[src/rtl/seq_detect_ctrl_pkg.sv]
// rtl/seq_detect_ctrl_pkg.sv - shared state encoding and default widths for the serial pattern detector
package seq_detect_ctrl_pkg;
   localparam int PAT_W_DEF = 8;
   localparam int CNT_W_DEF = 8;

   typedef enum logic [1:0] {
      ST_IDLE  = 2'd0,
      ST_WAIT  = 2'd1,
      ST_SHIFT = 2'd2
   } state_t;
endpackage

[src/rtl/seq_match_core.sv]
// rtl/seq_match_core.sv - bit history, valid-bit count and pattern compare
module seq_match_core
   import seq_detect_ctrl_pkg::*;
#(
   parameter int PAT_W = PAT_W_DEF
) (
   input  logic             clk,
   input  logic             rst_n,
   input  logic             i_bit,
   input  logic             i_bit_en,
   input  logic             i_clr,
   input  logic [3:0]       i_len,
   input  logic [PAT_W-1:0] i_pattern,
   input  logic             i_overlap,
   output logic             o_match
);
   localparam logic [3:0]       PAT_W_L = 4'(PAT_W);
   localparam logic [PAT_W-1:0] ONE     = {{(PAT_W-1){1'b0}}, 1'b1};

   logic [PAT_W-1:0] r_hist;
   logic [PAT_W-1:0] w_hist_next;
   logic [PAT_W-1:0] w_mask;
   logic [3:0]       r_vcnt;
   logic [3:0]       w_vcnt_next;

   // Compare sees the incoming bit already shifted in, so a match is flagged on the completing bit.
   always_comb begin
      w_hist_next = {r_hist[PAT_W-2:0], i_bit};
      w_vcnt_next = (r_vcnt == PAT_W_L) ? r_vcnt : r_vcnt + 4'd1;
      w_mask      = (ONE << i_len) - ONE;
      o_match     = i_bit_en && (w_vcnt_next >= i_len) &&
                    ((w_hist_next & w_mask) == (i_pattern & w_mask));
   end

   always_ff @(posedge clk) begin
      if (!rst_n || i_clr) begin
         r_hist <= '0;
         r_vcnt <= '0;
      end else if (i_bit_en) begin
         r_hist <= w_hist_next;
         r_vcnt <= (o_match && !i_overlap) ? 4'd0 : w_vcnt_next;
      end
   end
endmodule

[src/rtl/seq_detect_ctrl.sv]
// rtl/seq_detect_ctrl.sv - byte-fed serial pattern detector with match counter and threshold flag
module seq_detect_ctrl
   import seq_detect_ctrl_pkg::*;
#(
   parameter int PAT_W = PAT_W_DEF,
   parameter int CNT_W = CNT_W_DEF
) (
   input  logic             clk,
   input  logic             rst_n,
   input  logic [PAT_W-1:0] cfg_pattern,
   input  logic [3:0]       cfg_len,
   input  logic             cfg_overlap,
   input  logic [CNT_W-1:0] cfg_thresh,
   input  logic             start,
   input  logic             stop,
   input  logic [7:0]       in_data,
   input  logic             in_valid,
   output logic             in_ready,
   output logic             det_pulse,
   output logic [CNT_W-1:0] match_cnt,
   output logic             thresh_hit,
   output logic             busy,
   output logic             err_cfg
);
   localparam logic [3:0] PAT_W_L = 4'(PAT_W);

   state_t           r_state;
   logic [2:0]       r_bit_idx;
   logic [7:0]       r_shreg;
   logic             r_stop_pend;
   logic [3:0]       r_len;
   logic [PAT_W-1:0] r_pat;
   logic             r_ovl;
   logic [CNT_W-1:0] r_thresh;
   logic [CNT_W-1:0] r_cnt;
   logic             r_det;
   logic             r_thresh_hit;
   logic             r_err;

   logic             w_legal;
   logic             w_accept;
   logic             w_hs;
   logic             w_stop_eff;
   logic             w_bit_en;
   logic             w_match;
   logic [CNT_W-1:0] w_cnt_inc;

   assign w_legal    = (cfg_len != 4'd0) && (cfg_len <= PAT_W_L);
   assign w_accept   = (r_state == ST_IDLE) && start && w_legal;
   assign in_ready   = (r_state == ST_WAIT) ||
                       ((r_state == ST_SHIFT) && (r_bit_idx == 3'd0) && !r_stop_pend);
   assign w_hs       = in_valid && in_ready;
   assign w_stop_eff = stop || r_stop_pend;
   assign w_bit_en   = (r_state == ST_SHIFT);
   assign w_cnt_inc  = r_cnt + CNT_W'(1);

   seq_match_core #(.PAT_W(PAT_W)) u_core (
      .clk       (clk),
      .rst_n     (rst_n),
      .i_bit     (r_shreg[r_bit_idx]),
      .i_bit_en  (w_bit_en),
      .i_clr     (w_accept),
      .i_len     (r_len),
      .i_pattern (r_pat),
      .i_overlap (r_ovl),
      .o_match   (w_match)
   );

   always_ff @(posedge clk) begin
      if (!rst_n) begin
         r_state      <= ST_IDLE;
         r_bit_idx    <= 3'd0;
         r_shreg      <= 8'd0;
         r_stop_pend  <= 1'b0;
         r_len        <= 4'd0;
         r_pat        <= '0;
         r_ovl        <= 1'b0;
         r_thresh     <= '0;
         r_cnt        <= '0;
         r_det        <= 1'b0;
         r_thresh_hit <= 1'b0;
         r_err        <= 1'b0;
      end else begin
         r_det <= w_match;
         if (w_match && !(&r_cnt)) begin
            r_cnt <= w_cnt_inc;
            if ((r_thresh != '0) && (w_cnt_inc == r_thresh))
               r_thresh_hit <= 1'b1;
         end

         case (r_state)
            ST_IDLE: begin
               r_stop_pend <= 1'b0;
               if (start && w_legal) begin
                  r_len        <= cfg_len;
                  r_pat        <= cfg_pattern;
                  r_ovl        <= cfg_overlap;
                  r_thresh     <= cfg_thresh;
                  r_cnt        <= '0;
                  r_thresh_hit <= 1'b0;
                  r_err        <= 1'b0;
                  r_state      <= ST_WAIT;
               end else if (start) begin
                  r_err <= 1'b1;
               end
            end
            ST_WAIT: begin
               if (w_hs) begin
                  r_shreg     <= in_data;
                  r_bit_idx   <= 3'd7;
                  r_stop_pend <= stop;
                  r_state     <= ST_SHIFT;
               end else if (stop) begin
                  r_state <= ST_IDLE;
               end
            end
            ST_SHIFT: begin
               // A stop arriving on the bit-0 cycle still lets an accepted byte finish.
               if (r_bit_idx != 3'd0) begin
                  r_bit_idx <= r_bit_idx - 3'd1;
                  if (stop)
                     r_stop_pend <= 1'b1;
               end else if (w_hs) begin
                  r_shreg     <= in_data;
                  r_bit_idx   <= 3'd7;
                  r_stop_pend <= stop;
               end else if (w_stop_eff) begin
                  r_stop_pend <= 1'b0;
                  r_state     <= ST_IDLE;
               end else begin
                  r_state <= ST_WAIT;
               end
            end
            default: r_state <= ST_IDLE;
         endcase
      end
   end

   assign det_pulse  = r_det;
   assign match_cnt  = r_cnt;
   assign thresh_hit = r_thresh_hit;
   assign busy       = (r_state != ST_IDLE);
   assign err_cfg    = r_err;
endmodule

[config.mk]
export PLATFORM = sky130hd
export DESIGN_NAME = seq_detect_ctrl
export DESIGN_NICKNAME = d
export VERILOG_FILES = /design/src/rtl/seq_detect_ctrl_pkg.sv /design/src/rtl/seq_match_core.sv /design/src/rtl/seq_detect_ctrl.sv
export SDC_FILE = /design/constraint.sdc
export NUM_CORES = 1
export LEC_CHECK = 0
export ABC_AREA = 1
export CAP_MARGIN = 0
export CORE_MARGIN = 5
export CORE_UTILIZATION = 49
export CTS_BUF_LIST = sky130_fd_sc_hd__clkbuf_16
export DETAILED_ROUTE_END_ITERATION = 10
export GPL_TIMING_DRIVEN = 0
export PLACE_DENSITY = 0.76
export RECOVER_POWER = 100
export SLEW_MARGIN = 20
export SYNTH_ARGS = -nofsm -noshare
export SYNTH_HDL_FRONTEND = slang
export SYNTH_SLANG_ARGS = --single-unit
[constraint.sdc]
create_clock -name clk -period 1.95 [get_ports clk]
set_input_delay 0.39 -clock clk [delete_from_list [all_inputs] [get_ports clk]]
set_output_delay 0.39 -clock clk [all_outputs]
set_load 0.02 [all_outputs]
=== After elaboration in Yosys (flattened, before gate mapping) ===
Cells that the tools add are included.

* Memory bits (writable): 0
* Bits in latches: 0
* Memories: 0
* Word-level logic and storage cells: 102
* Register bits after elaboration: 57
* Bits in read-only memories: 0

* Div/mod/pow operators: 0
* Equality and inequality tests: 12
* Bitwise logic cells: 2
* Multiply operators: 0
* Add/sub/neg operators: 4
* Reductions and logical operators: 34
* Shifts and indexed selects: 1
* Magnitude comparators: 3
* Multiplexer cells: 32

{| class="wikitable"
|+ Operators with widths
! cell !! number
|-
| two-way mux 8 bit || 5
|-
| AND 8 bit || 2
|-
| equality test 8 bit || 2
|-
| case mux 8 bit (2 select lines) || 1
|-
| two-way mux 1 bit || 13
|-
| logical AND 1 bit || 12
|-
| two-way mux 2 bit || 5
|-
| adder 8 x 1 -> 8 bit (second input constant) || 1
|-
| two-way mux 4 bit || 2
|-
| AND reduction 4 bit || 2
|-
| AND reduction 8 bit || 1
|-
| nonzero test 8 bit || 1
|-
| << shifter 1 x 4 -> 8 bit (first input constant) || 1
|-
| subtractor 8 x 1 -> 8 bit (second input constant) || 1
|-
| two-way mux 3 bit || 2
|-
| inequality test 2 bit (second input constant) || 3
|-
| inequality test 3 bit (second input constant) || 2
|-
| case mux 2 bit (3 select lines) || 1
|-
| case mux 3 bit (2 select lines) || 1
|-
| AND reduction 2 bit || 3
|-
| nonzero test 2 bit || 3
|-
| nonzero test 3 bit || 2
|-
| adder 4 x 1 -> 4 bit (second input constant) || 1
|-
| equality test 4 bit (second input constant) || 1
|-
| 15 further kinds || 20
|}

=== Depth between registers and ports, before layout ===
* Depth in word-level cells: 9
* Mapped depth: 15

=== Modules after synthesis ===
A second synthesis with hierarchy kept.

* Cells, all modules: 485
* Area, all modules: 3,276.9 um^2

{| class="wikitable"
|+ Modules (own cells, without submodules)
! module !! cells an instance !! sequential area each (um^2) !! area each (um^2) !! times used
|-
| seq_detect_ctrl || 334 || 920.9 || 2,323.5 || 1
|-
| seq_match_core || 151 || 220.2 || 953.4 || 1
|}

=== Least setup slack after synthesis ===
No wires, ideal clock.

* Path kind: flip-flop to flip-flop
* From: reg u_core.r_vcnt[0]
* To: reg r_thresh_hit (netlist: thresh_hit)
* Period minus slack after synthesis: 1.906 ns
* Setup time: 0.067 ns
* Slack: 0.044 ns
* Data required time: 1.883 ns
* Path buffers: 0
* Arrival time: 1.839 ns
* Stages on the path, launching flop included: 13
* Cell sequence: dfxtp_1 inv_1 ha_1 nand2_1 nor2_1 xor2_1 ha_1 nand4_1 o211ai_4 nand2_4 nor2_8 nand3_1 a21oi_2

* Word-level cells in the longest chain between the ends: 9
* Elaborated cells on any way between the ends: 10
* Those cells by class: add/sub (1); order compare (1); eq/ne (1); mux (4); reduce/logical (3)

{| class="wikitable"
|+ Ends and longest elaborated chain
! element !! RTL line !! text
|-
| from (decl) || seq_match_core.sv:23 || <nowiki>logic [3:0] r_vcnt;</nowiki>
|-
| from (signal assigned) || seq_match_core.sv:41 || <nowiki>r_vcnt <= (o_match && !i_overlap) ? 4'd0 : w_vcnt_next;</nowiki>
|-
| adder 4 x 1 -> 4 bit or equality test 4 bit (tied branches) || seq_match_core.sv:29 || <nowiki>w_vcnt_next = (r_vcnt == PAT_W_L) ? r_vcnt : r_vcnt + 4'd1;</nowiki>
|-
| two-way mux 4 bit (*) || seq_match_core.sv:29 ||
|-
| >= comparator 4 bit (*) || seq_match_core.sv:31 || <nowiki>o_match = i_bit_en && (w_vcnt_next >= i_len) &&</nowiki>
|-
| logical AND 1 bit (*) (2 in a row) || seq_match_core.sv:31 ||
|-
| logical AND 1 bit (*) || seq_detect_ctrl.sv:85 || <nowiki>if (w_match && !(&r_cnt)) begin</nowiki>
|-
| two-way mux 1 bit (*) || seq_detect_ctrl.sv:85 ||
|-
| two-way mux 1 bit || seq_detect_ctrl.sv:94 || <nowiki>if (start && w_legal) begin</nowiki>
|-
| two-way mux 1 bit (*) || seq_detect_ctrl.sv:91 || <nowiki>case (r_state)</nowiki>
|-
| to (signal assigned) || seq_detect_ctrl.sv:81 || <nowiki>r_thresh_hit <= 1'b0;</nowiki>
|-
| to (signal assigned) || seq_detect_ctrl.sv:88 || <nowiki>r_thresh_hit <= 1'b1;</nowiki>
|-
| to (signal assigned) || seq_detect_ctrl.sv:100 || <nowiki>r_thresh_hit <= 1'b0;</nowiki>
|-
| to (decl) || seq_detect_ctrl.sv:37 || <nowiki>logic r_thresh_hit;</nowiki>
|}

Mark *: on every way between the ends. The rest lies on a longest branch, timed or not.
A chain may end at the register's enable or synchronous reset.

=== Worst setup path after layout ===
* From: reg u_core.r_vcnt[0]
* To: reg r_cnt[1] (netlist: match_cnt[1])

* Word-level cells in the longest chain between the ends: 9
* Elaborated cells on any way between the ends: 10
* Those cells by class: add/sub (1); order compare (1); eq/ne (1); mux (4); reduce/logical (3)

{| class="wikitable"
|+ Ends and longest elaborated chain
! element !! RTL line !! text
|-
| adder 4 x 1 -> 4 bit or equality test 4 bit (tied branches) || seq_match_core.sv:29 ||
|-
| two-way mux 4 bit (*) || seq_match_core.sv:29 ||
|-
| >= comparator 4 bit (*) || seq_match_core.sv:31 ||
|-
| logical AND 1 bit (*) (2 in a row) || seq_match_core.sv:31 ||
|-
| logical AND 1 bit (*) || seq_detect_ctrl.sv:85 ||
|-
| two-way mux 8 bit (*) || seq_detect_ctrl.sv:85 ||
|-
| two-way mux 8 bit || seq_detect_ctrl.sv:94 ||
|-
| two-way mux 8 bit (*) || seq_detect_ctrl.sv:91 ||
|-
| to (signal assigned) || seq_detect_ctrl.sv:86 || <nowiki>r_cnt <= w_cnt_inc;</nowiki>
|-
| to (decl) || seq_detect_ctrl.sv:35 || <nowiki>logic [CNT_W-1:0] r_cnt;</nowiki>
|}

Marked as above.

==> summary.txt <==
STATUS
--------------------------------------------------------------------------------------
Outcome ................................................................. finished with violations
Violations in the final reports ......................................... setup timing

STA
--------------------------------------------------------------------------------------
Clock Skews .............................................................   0.00725 ns
Post-route worst hold slack .............................................     0.453 ns
Max Freq ................................................................    0.480 GHz
Post-layout min period ..................................................      2.08 ns
Headroom to the max-slew limit ..........................................        65.9%
Transition time at the pin with the least slew margin ...................     0.512 ns
Post-route setup slack ..................................................    -0.134 ns
Unrepaired setup endpoints after global routing .........................         true
Tcrit/Tclk final ........................................................         107%
Pins Over Slew Limit ....................................................            0
Count of final hold-check violations ....................................            0
Setup violations, final .................................................           18

CLOCK NETWORK
--------------------------------------------------------------------------------------
Clock sink total ........................................................           57
CTS tree ................................................................        built
Clock slew at the register clock pins of the worst setup and hold paths .      0.05 ns
Clk buf depth ...........................................................            2
Deepest level of the CTS H-tree .........................................            3
Total CTS buffers .......................................................            9
Master cell of the clock root buffer .................................... sky130_fd_sc_hd__clkbuf_16
CTS hold repair buffers .................................................            0
Insertion delay to the later sink of the worst-skew pair ................      0.33 ns

WORST SETUP PATH
--------------------------------------------------------------------------------------
Critical Path Start Type ................................................    flip-flop
Library cell contributing the largest single delay on the critical path . sky130_fd_sc_hd__dfxtp_4
FF-to-FF path depth .....................................................           13
Delay of the slowest cell on the worst path .............................      0.38 ns
Crit path capture type ..................................................    flip-flop
Arr. time, crit path ....................................................      2.30 ns
Reg-to-Reg End .......................................................... match_cnt[1]
Largest fanout of any net on the critical path ..........................            5
Critical path cell sequence ............................................. inv_4 -> ha_4 -> nand2_4 -> nor2_4 -> xor2_2 -> ha_1 -> inv_1 -> a21oi_2 -> o211ai_4 -> buf_6 -> nand4_4 -> nor2_1 -> nor2_2
Reg2Reg Setup Slack .....................................................     -0.13 ns
Data required time of the critical path .................................      2.17 ns
Reg-to-reg critical path startpoint ..................................... u_core.r_vcnt[0]
Family of cells with the greatest summed delay on the critical path ..... simple AND/OR/NAND/NOR gates
Source of the critical timing path ...................................... u_core.r_vcnt[0]
Buf/Inv on CP ...........................................................            3
Critical path start-end classification .................................. flip-flop to flip-flop

PLACE
--------------------------------------------------------------------------------------
HPWL Detailed ...........................................................      6.24 mm
Buffers added on ports ..................................................           45
Worst slack at placement ................................................    -0.556 ns
Last weighted congestion value of the routability-driven placer .........        0.859
Total instance count after detailed placement ...........................          608

SYNTH
--------------------------------------------------------------------------------------
Synth unique cells ......................................................           32
Average size of a mapped cell ...........................................   6.73 sq um
Simple-gate area share of the yosys netlist .............................        30.3%
Share of the synthesized netlist area taken by xor and xnor gates .......        1.61%
Adder and majority gate portion of the synthesized area .................        5.74%
Number of standard cells after synthesis ................................          486
Synth area leader ....................................................... sky130_fd_sc_hd__dfxtp_1
Synth Cell Area ......................................................... 0.00327 sq mm
Share of cell area taken by muxes after synthesis .......................           0%
Yosys warning total .....................................................            0
Net count after synthesis ...............................................          535
Top cells by area in the synthesized netlist ............................ sky130_fd_sc_hd__dfxtp_1 (35%), sky130_fd_sc_hd__nand2_1 (12%), sky130_fd_sc_hd__a21oi_1 (8.9%), sky130_fd_sc_hd__inv_1 (7.8%), sky130_fd_sc_hd__nand3_1 (5.8%)
Largest family of logic cells by synthesized area ....................... simple AND/OR/NAND/NOR gates
Synth Register Bits .....................................................           57
Proportion of netlist area held by the largest area contributor .........        34.9%
Part of the Yosys area used for sequential elements .....................        34.9%
Synthesized-area fraction occupied by ao, oa, aoi and oai cells .........        16.8%

GLOBAL ROUTE
--------------------------------------------------------------------------------------
Total global routing track utilization ..................................        22.8%
Antenna violations before repair ........................................            0
Maximum number of pins on one net before global-route repair ............           11
Wire length of the first global-routing pass ............................      15.4 mm
GRT overflow ............................................................            0
Via count of the first global-routing pass ..............................         3321

FLOW RUN
--------------------------------------------------------------------------------------
Number of max-capacitance violations reported ...........................            0

FLOORPLANNING
--------------------------------------------------------------------------------------
Overall die area ........................................................ 0.00841 sq mm
Initial core utilization ................................................        50.9%
Horiz. Die Dim ..........................................................      91.7 um
Cell Rows ...............................................................           29
Overall die height ......................................................      91.7 um
Ports ...................................................................           47
Area of the core ........................................................ 0.00642 sq mm

ROUTING
--------------------------------------------------------------------------------------
Routed vias .............................................................         3483
Violation count after the first detailed-route iteration ................          233
Final routed wire length divided by cell count ..........................      14.9 um
Wirelength, routed ......................................................      9.55 mm
Drt pass-1 iters ........................................................            5
Vias per cell ...........................................................         5.43
Remaining number of nets flagged by the antenna check after routing .....            0
# DRC ...................................................................            0

LAYOUT
--------------------------------------------------------------------------------------
Fill cell total of the finished layout ..................................          522
FF+latch area ........................................................... 0.00116 sq mm
Most frequent standard cell in the layout excluding fill and tap cells .. sky130_fd_sc_hd__nand2_1
Non-filler instance count after layout ..................................          642
Post-synthesis to final-layout area growth ..............................        38.7%
Share of final-layout standard cells stronger than drive strength 1 .....        19.8%
Total area of multi-input combinational cells ........................... 0.00197 sq mm
Most frequent cells in the layout ....................................... sky130_fd_sc_hd__nand2_1 (100), sky130_fd_sc_hd__inv_1 (64), sky130_fd_sc_hd__a21oi_1 (49), sky130_fd_sc_hd__dfxtp_1 (49), sky130_fd_sc_hd__nor2_1 (37)
Post-layout util ........................................................        70.6%
Count of nets after finishing ...........................................          609
Number of antenna repair diodes .........................................            0

HOLD PATH
--------------------------------------------------------------------------------------
Hold_sp .................................................................   thresh_hit
Number of instances on the worst hold path ..............................            2
Worst min-delay path category ........................................... flip-flop to flip-flop
Hold Crit Endpoint ......................................................   thresh_hit

POWER AND IR DROP
--------------------------------------------------------------------------------------
Maximum vdd ir drop .....................................................     0.765 mV
Post-route total power ..................................................    0.00590 W
Static leakage ..........................................................      1.95 nW
Cell Pwr Density ........................................................ 1300 mW/mm^2

[worst reg2reg max path: cells and delay by family (launching register included)]
| family | cells | cell delay, ns |
|---|---|---|
| buffers and inverters | 3 | 0.25 |
| adders and majority gates | 2 | 0.34 |
| xor gates and xnor gates | 1 | 0.15 |
| AOI/OAI and AO/OA | 2 | 0.35 |
| DFF | 1 | 0.38 |
| and+or+nand+nor | 5 | 0.51 |
[cell families after synthesis]
| group | after synthesis |
|---|---|
| simple gates | 213 |
| compound gates | 104 |
| buf+inv | 91 |
| flops | 57 |
| fa+ha+maj | 15 |
| xor+xnor | 6 |
[stage by stage]
stage	area [sq um]	TNS [ns]
floorplan	3270	0
global placement	3820	-17.31
detailed placement	3820	-17.80
CTS	4440	-1.00
global route	4540	-3.74
finish	4540	-1.04
[how the worst max path moves through the flow]
stage | to | slack (ns) | depth (start not counted)
2_1_floorplan | thresh_hit | 0.04 | 12
3_3_place_gp | r_thresh[1] | -0.55 | 6
3_5_place_dp | r_thresh[1] | -0.56 | 6
4_1_cts | match_cnt[0] | -0.11 | 12
5_1_grt | match_cnt[1] | -0.24 | 12
6_report | match_cnt[1] | -0.13 | 13
[cells in the mapped netlist, drive strengths merged]
| cell type | instances |
|---|---|
| nand2 | 113 |
| or2 | 1 |
| inv | 76 |
| nor3 | 1 |
| xor2 | 6 |
| nand3b | 1 |
| buf | 6 |
| nor2 | 46 |
| o21ai | 40 |
| ha | 15 |
| clkbuf | 9 |
| o211ai | 2 |
| a21oi | 59 |
| nand4 | 11 |
| a31oi | 1 |
| dfxtp | 57 |
| a31o | 1 |
| o31ai | 1 |
| nand3 | 40 |
[power by group]
part | leakage (nW) | switching, W | total [W] | internal (W)
combinational | 1.31 | 0.00143 | 0.00239 | 0.000967
clock | 0.174 | 0.000551 | 0.00192 | 0.00136
sequential | 0.469 | 0.000201 | 0.00159 | 0.00139
total | 1.95 | 0.00218 | 0.00590 | 0.00372
[state kept, by name (all words and copies together), names as in the netlist, 2 cells and up]
name           cells
r_pat              8
r_shreg            8
u_core.r_hist      7
r_bit_idx          3
match_cnt          8
r_state            2
r_len              4
r_thresh           8
u_core.r_vcnt      4
[layout make-up]
type | instances | area share (%)
inverter | 76 | 6.34
clock buffer | 9 | 4.97
tap | 77 | 2.12
clock inverter | 7 | 2.92
buffer | 14 | 1.41
multi-input combinational | 339 | 43.4
timing repair buffer | 63 | 13.2
sequential | 57 | 25.6
[per-layer routing]
layer	part of all wire [%]	routed length, um	GRT usage, %
met5	0	0	0
met4	1.7	158	7.92
met3	6.3	598	4.99
met2	51	4850	40.1
met1	41	3940	27.5
[timing repair]
| item | 4_1_cts | 5_1_grt |
|---|---|---|
| setup endpoints to repair | 47 | 53 |
| cloned | 1 | 0 |
| pin swaps | 16 | 16 |
| buffers inserted | 14 | 4 |
| resized for setup | 42 | 37 |
(Power assumes the default switching activity.)
==> edit 1: new RTL, config.mk and constraints unchanged <==
Change the package constant `CNT_W_DEF` from 8 to 10.
--- a/src/rtl/seq_detect_ctrl_pkg.sv
+++ b/src/rtl/seq_detect_ctrl_pkg.sv
@@ -3,3 +3,3 @@
    localparam int PAT_W_DEF = 8;
-   localparam int CNT_W_DEF = 8;
+   localparam int CNT_W_DEF = 10;
 
Interface: changed (resized cfg_thresh and match_cnt); port bits go from 47 to 51. No check against the original RTL was run, so the function may have changed too.
==> edit 1 against the original RTL <==
Critical path depth increased by 2. Design area about the same. Power decreased by 0.45%. Synthesized cell count increased by 5.1%. Via count increased by 1.4%. Synthesized area increased by 3.8%. The run still ends with setup timing left. Setup slack got worse by 37 ps. Highest routed layer unchanged. Sequential cell count increased by 4. Sequential share of layout area increased by 1.7 points. Wire length decreased by 1.7%.
==> edit 1: results <==
export IMPL_critPathMaxFanout=4
export IMPL_dp_hpwl_mm=6.32
export IMPL_io_buffers=49
export IMPL_ir_worst_vdd_v=0.000709
export IMPL_first_iter_violations=300
export IMPL_routed_wirelength_mm=9.39
export IMPL_route_met2_wl_mm=4.50
export IMPL_ys_top_cells_by_area="dfxtp_1 (36%), nand2_1 (13%), a21oi_1 (8.1%), nor2_1 (7.3%), inv_1 (6.7%)"
export IMPL_fin_nets=638
export IMPL_slew_headroom_pct=62.8
export IMPL_syn_nets=562
export IMPL_worst_slack_ps=-170
export IMPL_status="complete, but fails checks"
export IMPL_synthTopCellsByCount="nand2_1 (116), nor2_1 (66), dfxtp_1 (61), inv_1 (61), a21oi_1 (55)"
export IMPL_cp_arrival_ps=2350
export IMPL_ys_types=28
export IMPL_nFillCells=608
export IMPL_postCtsResizedCells=26
export IMPL_skew_ps=5.33
export IMPL_routedLengthMet1_mm=4.03
export IMPL_drive_above_1_share_pct=14.4
export IMPL_grtUsageMet2_pct=35.4
export IMPL_grt_pass1_wl_mm=14.8
export IMPL_setup_viol=15
export IMPL_violations="setup timing"
export IMPL_dpl_cell_area_um2=3990
export IMPL_cpPeakStageDelay_ps=360
export IMPL_power_leakage_nw=1.95
export IMPL_dr_total_vias=3531
[edit 1: cell types whose count changed in the layout (fill, tap and decap cells not counted), sizes merged, moves of 2 or more]
cell	unedited run	this run
nor2	46	74
clkdlybuf4s50	33	38
dfxtp	57	61
nand2	113	120
o21ai	40	42
a21oi	59	56
buf	22	25
xor2	6	10
inv	76	67
bufinv	4	2
nand4	12	6
clkbuf	20	15
[edit 1: cell type report]
class,instances,share of cell area (%)
clock inverter,7,1.79
clock buffer,9,4.97
tap,80,2.21
buffer,14,1.66
inverter,66,5.52
multi-input combinational,370,43.1
sequential,61,27.3
timing repair buffer,65,13.5
[edit 1: path summary, 6_finish.rpt]
check,from,endpoint,cells past startpoint
min,r_shreg[6]$_SDFFE_PN0P_,r_shreg[6]$_SDFFE_PN0P_,2
max,u_core.r_vcnt[0]$_SDFFE_PP0P_,match_cnt[4]$_SDFF_PN0_,15
max reg2reg,u_core.r_vcnt[0]$_SDFFE_PP0P_,match_cnt[4]$_SDFF_PN0_,15
min reg2reg,r_shreg[6]$_SDFFE_PN0P_,r_shreg[6]$_SDFFE_PN0P_,2
[edit 1: cell families (layout without fill, tap and decap cells)]
logic type	count (synthesis)	after routing	synth area share (%)
DFF	61	61	36.0
adders and majority gates	15	15	5.53
AOI/OAI and AO/OA	102	102	15.6
and+or+nand+nor	242	242	30.7
buffers and inverters	80	161	9.36
xor gates and xnor gates	11	11	2.84
[edit 1: through the flow]
stage	util, %	instances	hold WS, ps
floorplan	-	511	429
global route	67.1	672	475
CTS	65.5	665	459
global placement	59.1	640	439
finish	67.1	672	459
detailed placement	59.1	640	452
[edit 1: where the power goes]
| part | internal, mW | switching [mW] |
|---|---|---|
| sequential | 1.51 | 0.243 |
| clock | 1.10 | 0.571 |
| combinational | 1.01 | 1.44 |
| total | 3.62 | 2.25 |
==> edit 2: new RTL, same settings <==
Made on the original files. One comparison of `r_vcnt` changes from == to >=.
--- a/src/rtl/seq_match_core.sv
+++ b/src/rtl/seq_match_core.sv
@@ -28,3 +28,3 @@
       w_hist_next = {r_hist[PAT_W-2:0], i_bit};
-      w_vcnt_next = (r_vcnt == PAT_W_L) ? r_vcnt : r_vcnt + 4'd1;
+      w_vcnt_next = (r_vcnt >= PAT_W_L) ? r_vcnt : r_vcnt + 4'd1;
       w_mask      = (ONE << i_len) - ONE;
Formal check against the unedited RTL: no difference found for any inputs over 10 cycles, from zero or initial values and one cycle with rst_n low; that may be too few to reach the edited logic, so the function may still have changed.
==> edit 2 against the original RTL <==
The flow still finishes with violations (setup timing). Largest power group unchanged. Sequential cell count unchanged. First-iteration DRC count increased by 8.2%. Design area decreased by 3.6%. Sequential share of layout area increased by 0.88 points. Via count decreased by 2.4%. Setup slack got worse by 78 ps. Synthesized area increased by 0.65%. Power decreased by 12%. Wire length decreased by 7.6%.
==> edit 2: results <==
export IMPL_synthTopCellsByCount="nand2_1 (106), inv_1 (74), a21oi_1 (57), dfxtp_1 (57), nor2_1 (46)"
export IMPL_cpPeakStageDelay_ps=340
export IMPL_fin_nets=612
export IMPL_syn_nets=544
export IMPL_ys_types=32
export IMPL_status="complete, but fails checks"
export IMPL_avgRoutedWirePerCell_um=13.7
export IMPL_setup_viol=14
export IMPL_nFillCells=573
export IMPL_syn_mean_instance_area_um2=6.65
export IMPL_vias_per_cell=5.27
export IMPL_synth_compound_area_share_pct=16.0
export IMPL_skew_ps=6.51
export IMPL_power_leakage_nw=1.91
export IMPL_synth_adder_area_share_pct=5.70
export IMPL_violations="setup timing"
export IMPL_worst_slack_ps=-212
export IMPL_grt_pass1_wl_mm=14.7
export IMPL_dpl_cell_area_um2=3850
export IMPL_gr_usage_all_layers_pct=21.5
export IMPL_tightest_slew_ps=498
export IMPL_ir_worst_vdd_v=0.000786
export IMPL_yosys_most_used_dff="dfxtp_1"
export IMPL_first_iter_violations=252
export IMPL_numCtsBuffers=9
export IMPL_critPathMaxFanout=3
export IMPL_io_buffers=46
export IMPL_clockRootBuffer="clkbuf_16"
export IMPL_synth_xor_area_share_pct=1.86
export IMPL_async_reset_ff_share_pct=0
export IMPL_place_gp_congestion=0.849
export IMPL_dp_hpwl_mm=6.18
export IMPL_cp_top_family="adder cells"
export IMPL_ys_top_cells_by_area="dfxtp_1 (35%), nand2_1 (12%), a21oi_1 (8.7%), inv_1 (8.4%), nand3_1 (6.5%)"
export IMPL_dpl_cell_count=618
export IMPL_hold_class="reg -> reg"
export IMPL_routed_wirelength_mm=8.82
export IMPL_fin_setup_tns_ps=-1740
export IMPL_grt_max_degree=11
export IMPL_grt_pass1_vias=3231
export IMPL_ys_seq_area_share_pct=34.7
export IMPL_drive_above_1_share_pct=16.7
edit 2: layer usage:
metal | up-vias | GRT usage, % | share of wire (%)
li1 | 1725 | - | -
met1 | 1541 | 27.1 | 43
met2 | 113 | 36.0 | 48
met3 | 21 | 4.26 | 6.5
met4 | 0 | 8.91 | 2.4
met5 | - | 0 | 0
edit 2: power by group:
group	switching, mW	internal [mW]	leakage, nW
clock	0.538	0.971	0.134
combinational	1.33	0.817	1.31
sequential	0.180	1.39	0.468
total	2.05	3.18	1.91
edit 2: cell type report:
type                    count  area share (%)
plain buffers              13            1.52
clock buffers               9            5.15
clock inverters             7            1.40
inverters                  82            7.16
multi-input cells         344            43.9
flip-flops and latches     57            26.5
well taps                  77            2.20
repair buffers             56            12.1
edit 2: metrics by stage:
stage | hold slack (ps) | setup slack, ps | util [%]
floorplan | 429 | 18.6 | -
global placement | 442 | -367 | 59.7
detailed placement | 443 | -375 | 59.7
CTS | 451 | -193 | 66.2
global route | 472 | -321 | 67.7
finish | 445 | -212 | 67.7
edit 2: timing repair:
| item | in CTS | in global routing |
|---|---|---|
| setup endpoints to repair | 24 | 45 |
| pin swaps | 13 | 18 |
| buffers inserted | 5 | 5 |
| resized for setup | 30 | 37 |
| hold buffers | 0 | 0 |
| cloned | 1 | 0 |
edit 2: final timing paths:
check | from | end | slack [ps] | cells past startpoint
worst max-delay path | u_core.r_vcnt[0]$_SDFFE_PP0P_ | det_pulse$_SDFF_PN0_ | -210 | 13
worst min-delay path | thresh_hit$_SDFF_PN0_ | thresh_hit$_SDFF_PN0_ | 440 | 2
worst max register to register | u_core.r_vcnt[0]$_SDFFE_PP0P_ | det_pulse$_SDFF_PN0_ | -210 | 13
worst min register to register | thresh_hit$_SDFF_PN0_ | thresh_hit$_SDFF_PN0_ | 440 | 2
